`src/rtl/audioport_pkg.sv`:
```
// Shared audioport definitions; the I2S receiver constants and FSM state type
// live here alongside the transmitter's settings.
package audioport_pkg;

  localparam int I2S_RX_SLOT_BITS      = 32;
  localparam int I2S_RX_DATA_BITS      = 24;
  localparam int I2S_RX_TIMEOUT_CYCLES = 256;

  typedef enum logic {
    I2S_RX_UNLOCKED,
    I2S_RX_LOCKED
  } i2s_rx_state_t;

endpackage

```
`src/rtl/i2s_rx_unit.sv`:
```
// I2S receiver: oversamples sck/ws/sdo, locks to frame alignment and emits one stereo pair per frame.
// Optional lock-loss timeout on a stopped sck is enabled with `define I2S_RX_TIMEOUT_EN.
module i2s_rx_unit
  import audioport_pkg::*;
#(
  parameter int SLOT_BITS      = I2S_RX_SLOT_BITS,
  parameter int DATA_BITS      = I2S_RX_DATA_BITS
`ifdef I2S_RX_TIMEOUT_EN
  ,
  parameter int TIMEOUT_CYCLES = I2S_RX_TIMEOUT_CYCLES
`endif
) (
  input  logic                      clk,
  input  logic                      rst_n,
  input  logic                      sck_in,
  input  logic                      ws_in,
  input  logic                      sdo_in,
  output logic [1:0][DATA_BITS-1:0] audio_out,
  output logic                      valid_out,
  output logic                      frame_err_out,
  output logic                      locked_out
);

  localparam int CNT_W = $clog2(SLOT_BITS);
  localparam logic [CNT_W-1:0] LAST_BIT  = CNT_W'(SLOT_BITS - 1);
  localparam logic [CNT_W-1:0] DATA_LAST = CNT_W'(DATA_BITS - 1);
  localparam logic [CNT_W:0]   DATA_LIM  = (CNT_W + 1)'(DATA_BITS);

  logic sck_r, ws_r, sdo_r, sck_p, ws_p;
  logic rise, transition;

  logic [CNT_W-1:0]     bitcnt_reg;
  logic [DATA_BITS-1:0] shift_reg, shift_next;
  logic [DATA_BITS-1:0] left_hold_reg;
  logic                 left_valid_reg;
  logic                 pair_pend_reg, err_pend_reg;

  i2s_rx_state_t state_reg, state_next;

  logic shift_en, last_data, left_take, pair_fire, slot_err, timeout_hit;

`ifdef I2S_RX_TIMEOUT_EN
  localparam int TO_W = $clog2(TIMEOUT_CYCLES + 1);
  localparam logic [TO_W-1:0] TO_LIM = TO_W'(TIMEOUT_CYCLES);
  logic [TO_W-1:0] to_cnt_reg;

  always_ff @(posedge clk or negedge rst_n) begin
    if (!rst_n) begin
      to_cnt_reg <= '0;
    end else if (state_reg != I2S_RX_LOCKED || rise) begin
      to_cnt_reg <= '0;
    end else if (to_cnt_reg != TO_LIM) begin
      to_cnt_reg <= to_cnt_reg + 1'b1;
    end
  end

  assign timeout_hit = (state_reg == I2S_RX_LOCKED) && !rise && (to_cnt_reg == TO_LIM);
`else
  assign timeout_hit = 1'b0;
`endif

  assign rise       = sck_r & ~sck_p;
  assign transition = rise & (ws_r ^ ws_p);
  assign shift_next = {shift_reg[DATA_BITS-2:0], sdo_r};

  always_comb begin
    state_next = state_reg;
    slot_err   = 1'b0;
    shift_en   = rise && !transition && ({1'b0, bitcnt_reg} < DATA_LIM);
    last_data  = rise && !transition && (bitcnt_reg == DATA_LAST);
    left_take  = last_data && !ws_r;
    pair_fire  = last_data && ws_r && (state_reg == I2S_RX_LOCKED) && left_valid_reg;
    case (state_reg)
      I2S_RX_UNLOCKED: begin
        // Only a left-slot start (ws 1->0) gives a trustworthy slot boundary.
        if (transition && ws_p && !ws_r) begin
          state_next = I2S_RX_LOCKED;
        end
      end
      I2S_RX_LOCKED: begin
        if (transition) begin
          slot_err = (bitcnt_reg != LAST_BIT);
        end else if (rise) begin
          slot_err = (bitcnt_reg == LAST_BIT);
        end
        if (slot_err || timeout_hit) begin
          state_next = I2S_RX_UNLOCKED;
        end
      end
      default: state_next = I2S_RX_UNLOCKED;
    endcase
  end

  always_ff @(posedge clk or negedge rst_n) begin
    if (!rst_n) begin
      state_reg <= I2S_RX_UNLOCKED;
    end else begin
      state_reg <= state_next;
    end
  end

  always_ff @(posedge clk or negedge rst_n) begin
    if (!rst_n) begin
      sck_r          <= 1'b0;
      ws_r           <= 1'b0;
      sdo_r          <= 1'b0;
      sck_p          <= 1'b0;
      ws_p           <= 1'b0;
      bitcnt_reg     <= '0;
      shift_reg      <= '0;
      left_hold_reg  <= '0;
      left_valid_reg <= 1'b0;
      pair_pend_reg  <= 1'b0;
      err_pend_reg   <= 1'b0;
      audio_out      <= '0;
      valid_out      <= 1'b0;
      frame_err_out  <= 1'b0;
    end else begin
      sck_r <= sck_in;
      ws_r  <= ws_in;
      sdo_r <= sdo_in;
      sck_p <= sck_r;
      if (rise) begin
        ws_p <= ws_r;
      end

      if (transition) begin
        bitcnt_reg <= '0;
      end else if (rise) begin
        bitcnt_reg <= bitcnt_reg + 1'b1;
      end

      if (shift_en) begin
        shift_reg <= shift_next;
      end

      // A held left word is only good if it was gathered entirely while locked.
      if (left_take) begin
        left_hold_reg <= shift_next;
      end
      if (slot_err || timeout_hit || pair_fire) begin
        left_valid_reg <= 1'b0;
      end else if (left_take) begin
        left_valid_reg <= (state_reg == I2S_RX_LOCKED);
      end

      // Right word is complete in shift_reg one cycle after its bit-0 rise.
      pair_pend_reg <= pair_fire;
      err_pend_reg  <= slot_err;
      valid_out     <= pair_pend_reg;
      frame_err_out <= err_pend_reg;
      if (pair_pend_reg) begin
        audio_out[0] <= left_hold_reg;
        audio_out[1] <= shift_reg;
      end
    end
  end

  assign locked_out = (state_reg == I2S_RX_LOCKED);

endmodule
```
`config.mk`:
```
export PLATFORM = sky130hd
export DESIGN_NAME = i2s_rx_unit
export DESIGN_NICKNAME = d
export VERILOG_FILES = /design/src/rtl/audioport_pkg.sv /design/src/rtl/i2s_rx_unit.sv
export SDC_FILE = /design/constraint.sdc
export NUM_CORES = 1
export LEC_CHECK = 0
export BUFFER_PORTS_ARGS = -buffer_cell sky130_fd_sc_hd__buf_2
export CAP_MARGIN = 30
export CELL_PAD_IN_SITES_DETAIL_PLACEMENT = 0
export CELL_PAD_IN_SITES_GLOBAL_PLACEMENT = 1
export CORE_MARGIN = 2
export CORE_UTILIZATION = 30
export CTS_BUF_LIST = sky130_fd_sc_hd__clkbuf_16
export DETAILED_ROUTE_END_ITERATION = 8
export MAX_ROUTING_LAYER = met4
export PLACE_DENSITY_LB_ADDON = 0.05
export SLEW_MARGIN = 20
export SYNTH_ARGS = -nofsm -noshare
export SYNTH_HDL_FRONTEND = slang
export SYNTH_SLANG_ARGS = --single-unit
```
`constraint.sdc`:
```
create_clock -name clk -period 5 [get_ports clk]
set_input_delay 0.75 -clock clk [delete_from_list [all_inputs] [get_ports clk]]
set_output_delay 0.75 -clock clk [all_outputs]
set_load 0.01 [all_outputs]
```
After elaboration in Yosys (flattened, before gate mapping)
Index checks and enable logic that the tools add are counted.

cells by class
  $add $sub $neg = 1
  order comparisons = 1
  eq/ne operators = 3
  mux-type cells = 11
  bitwise gates (word level) = 5
  reductions and logical operators = 14

operators with widths
  kind                                                            number
  5-bit equality test (second input constant)                     2
  5-bit 2-to-1 mux                                                2
  1-bit logical AND                                               9
  1-bit 2-to-1 mux                                                8
  5-bit by 1-bit adder with 5-bit output (second input constant)  1
  5-bit < comparator (second input constant)                      1
  5-bit inequality test (second input constant)                   1
  2-bit nonzero test                                              2
  1-bit bitwise AND                                               2
  1-bit zero test                                                 2
  1-bit NOT                                                       2
  1-bit case mux with 2 select lines                              1
  1-bit logical OR                                                1
  1-bit bitwise XOR                                               1

word-level totals
  register bits = 112
  input port bits = 5
  output and inout bits = 51

Logic depth before layout (Yosys ltp)
  depth after elaboration = 11
  depth in mapped cells = 7

Worst setup path before layout
OpenSTA, ideal clock, no wires.

  path type = register to register
  from = register bitcnt_reg[0]
  to = register left_valid_reg
  setup time = 0.069 ns
  arrival = 1.524 ns
  data required time = 4.931 ns
  setup slack = 3.407 ns
  cell stages (with the launch flop) = 8
  period minus slack after synthesis = 1.593 ns
  path through = dfrtp_1 > ha_1 > and3_1 > ha_1 > and3b_1 > mux2i_1 > nand4_1 > nand3_1

on the way
  word-level cells in the longest chain between the ends = 7

ends and longest elaborated chain
  element                                                                     line                                  text
  start, declared                                                             i2s_rx_unit.sv:32                     logic [CNT_W-1:0] bitcnt_reg;
  start signal, assigned                                                      i2s_rx_unit.sv:130                    bitcnt_reg <= bitcnt_reg + 1'b1;
  5-bit equality test (on tied branches)                                      i2s_rx_unit.sv:84, i2s_rx_unit.sv:70
  1-bit 2-to-1 mux / 1-bit logical AND (equally long branches)                i2s_rx_unit.sv:83, i2s_rx_unit.sv:70
  1-bit 2-to-1 mux / 1-bit logical AND (equally long branches)                i2s_rx_unit.sv:81, i2s_rx_unit.sv:72
  1-bit 2-to-1 mux / 1-bit logical AND (equally long branches) (2 in series)  i2s_rx_unit.sv:73, i2s_rx_unit.sv:72
  1-bit logical OR                                                            i2s_rx_unit.sv:141                    if (slot_err || timeout_hit || pair_fire) begin
  1-bit 2-to-1 mux / 2-bit nonzero test (equally long branches)               -
  end signal, assigned                                                        i2s_rx_unit.sv:144                    left_valid_reg <= (state_reg == I2S_RX_LOCKED);
  end, declared                                                               i2s_rx_unit.sv:35                     logic left_valid_reg;

Several ways; a longest one is shown, not always the timed one. The select of a mux whose other input is x is not followed.
A chain may end at the register's enable or synchronous reset.

Final worst setup path
  from = register bitcnt_reg[0]
  to = register left_hold_reg[23]

on the way
  word-level cells in the longest chain between the ends = 3

ends and longest elaborated chain
  element               line                text
  5-bit equality test   i2s_rx_unit.sv:70   last_data = rise && !transition && (bitcnt_reg == DATA_LAST);
  1-bit logical AND     i2s_rx_unit.sv:70
  1-bit logical AND     i2s_rx_unit.sv:71   left_take = last_data && !ws_r;
  end signal, assigned  i2s_rx_unit.sv:139  left_hold_reg <= shift_next;
  end, declared         i2s_rx_unit.sv:34   logic [DATA_BITS-1:0] left_hold_reg;

No other way between the ends.

==> results.cfg <==
[floorplan]
fp.dieH_um = 124
row_count = 43
die_area_mm2 = 0.0155
die_w_um = 124
core_area_mm2 = 0.0140
initial_utilization = 0.310
ios = 56

[cells_and_area]
finish.utilization = 0.364
n_antenna_cell = 0
largest_reg_flops = 48
area_growth_pct = 17.2
nets = 327
final_area_mm2 = 0.00509
layout-drive-gt1-share = 0.523

[clock_tree]
cts_hold_buffers = 0
cts_htree_levels = 3
insertion_delay_ns = 0.35
clk_pin_slew_ns = 0.07
cts_tree = built
cts_setup_buffers = 0
cts_buffer_depth = 2
numCtsBuffers = 9
clock_sinks = 112
ctsResizeCount = 0
cts-root-buf = clkbuf_16

[placement]
hpwl_um = 4940
numPortBuffers = 55
pre_cts_slack_ns = 3.15
dpl-instance-area_mm2 = 0.00481
place.gp.congestion = 0.706

[global_route]
grt_pass1_vias = 2431
grt_max_degree = 45
antenna_found_initial = 0
gr-usage-all-layers = 0.115
grt_pass1_wl_um = 13500
grt_overflow = 0

[critical_path]
cp-start-kind = register
endpoint_kind = register
crit_fanout = 25
rr_endpoint = left_hold_reg[23]
slowest_stage = dfrtp_1
worstPathCellList = ha_1 -> and4b_1 -> nand2_4 -> mux2_2
max_stage_delay_ns = 0.41
worst-r2r-cell-count = 4
r2r-start = bitcnt_reg[0]
path_delay_family = simple AND/OR/NAND/NOR gates
cp.required_ns = 5.23
critPathBufInv = 0
r2r_slack_ns = 3.17
arrival_ns = 2.07
path_class = register to register

[worst_hold_path]
hold_class = input pin to asynchronous set/reset pin

[synthesis]
yosysSeqAreaShare = 0.646
syn-num-nets = 268
synth_cells = 261
synth_edf_count = 0
synth_flop_cell = dfrtp_1
ys_seq_elements = 112
synth_cell_types = 30
syn_area_per_cell_um2 = 16.6
syn_area_mm2 = 0.00434
async_reset_ff_frac = 1.00
yosys_warnings = 0

[flow_run]
maxCapViolCount = 0

[sta]
period_share = 0.366
finalSetupTns_ns = 0
drv_slew = 0
relSlewSlack = 0.586
rsz0062_at_grt = false
finalClockSkew_ns = 0.00773
layout_min_cycle_time_ns = 1.83
worst_slack_ns = 3.17
setup_viol = 0
fmax_ghz = 0.546
worst_pin_slew_ns = 0.621
hold_viol_final = 0

[power_and_ir_drop]
leakagePower_uw = 0.00273
seqPwrFrac = 0.560
switchingPower_uw = 412
switching_share = 0.229
p_clk_frac = 0.384
comb_power_share = 0.055
cellInternalPower_uw = 1380
cellPowerDensity_mw_per_mm2 = 353
ir_drop_uv = 166

[run_status]
status = finished clean

[detailed_routing]
ant_nets = 0
dr.pass1.iters = 4
vias = 2263
drcViolationCount = 0
drt_iter0_drc = 104
routed_wl_um = 7840
wl_per_cell_um = 15.5
vias_per_cell = 4.48
-- cells in the final DEF, fill, tap and decap left out, types with 2 or more instances in the layout --
| cell type | instances |
|---|---|
| a22o_1 | 2 |
| buf_2 | 54 |
| buf_4 | 3 |
| clkbuf_16 | 9 |
| clkinv_1 | 6 |
| dfrtp_1 | 111 |
| ha_1 | 2 |
| inv_1 | 2 |
| mux2_2 | 76 |
| mux2_4 | 20 |
| nand2_1 | 6 |
| nand2_4 | 2 |
| nand2b_1 | 2 |
| nand3_1 | 5 |
| nand4_1 | 2 |
| nor2_1 | 2 |
| o21ai_0 | 4 |
-- worst max-delay path by stage --
stage / startpoint / end / depth (start not counted)
floorplan: bitcnt_reg[0] / left_valid_reg / 7
global placement: rst_n / shift_reg[9] / 2
detailed placement: bitcnt_reg[0] / left_hold_reg[23] / 4
CTS: bitcnt_reg[0] / left_hold_reg[1] / 4
global route: bitcnt_reg[0] / locked_out / 7
finish: bitcnt_reg[0] / left_hold_reg[23] / 4
-- worst reg2reg max path, cell delays in order, from the launching register on --
cell,delay (ns)
dfrtp_1,0.41
ha_1,0.24
and4b_1,0.26
nand2_4,0.41
mux2_2,0.40
-- routing by layer --
layer / track usage / wire, um / up-vias
met5: - / 0 / -
met4: 0.0436 / 130 / 0
met3: 0.0399 / 302 / 8
met2: 0.165 / 3460 / 43
met1: 0.151 / 3940 / 1168
li1: - / - / 1044
-- layout make-up --
cell class	count	area, um2
tap	180	225
clock buffer	9	225
clock inverter	7	52.6
timing repair buffer	58	320
inverter	2	7.51
fill	1365	8900
sequential	112	2800
multi-input combinational	137	1450
-- per-stage QoR --
step	total power, uW	hold slack, ns	instances
2_1_floorplan	1070	0.331	261
5_1_grt	1890	0.383	505
3_3_place_gp	1120	0.378	488
4_1_cts	1840	0.366	505
3_5_place_dp	1130	0.370	489
6_report	1800	0.366	505
-- power by group through the flow --
stage / combinational, uW / clock [uW] / sequential [uW]
6_report: 99.2 / 690 / 1010
5_1_grt: 113 / 760 / 1010
4_1_cts: 103 / 731 / 1010
3_5_place_dp: 102 / 0 / 1020
3_3_place_gp: 97.9 / 0 / 1020
2_1_floorplan: 68.7 / 0 / 1000
-- kinds of logic after synthesis --
group | synth area share
mux | 0.269
buf+inv | 0.0199
compound gates | 0.0135
fa+ha+maj | 0.00576
simple gates | 0.0427
xor+xnor | 0.00404
flops | 0.646
-- synth_stat cells (3+ instances only) --
| cell type | instances | share of area |
|---|---|---|
| buf_6 | 5 | 0.013 |
| mux2_2 | 76 | 0.20 |
| nand2_1 | 6 | 0.0052 |
| mux2_4 | 20 | 0.069 |
| nand3_1 | 5 | 0.0058 |
| buf_2 | 3 | 0.0035 |
| o21ai_0 | 4 | 0.0046 |
| dfrtp_1 | 112 | 0.65 |
Power figures use the tool's default switching activity.
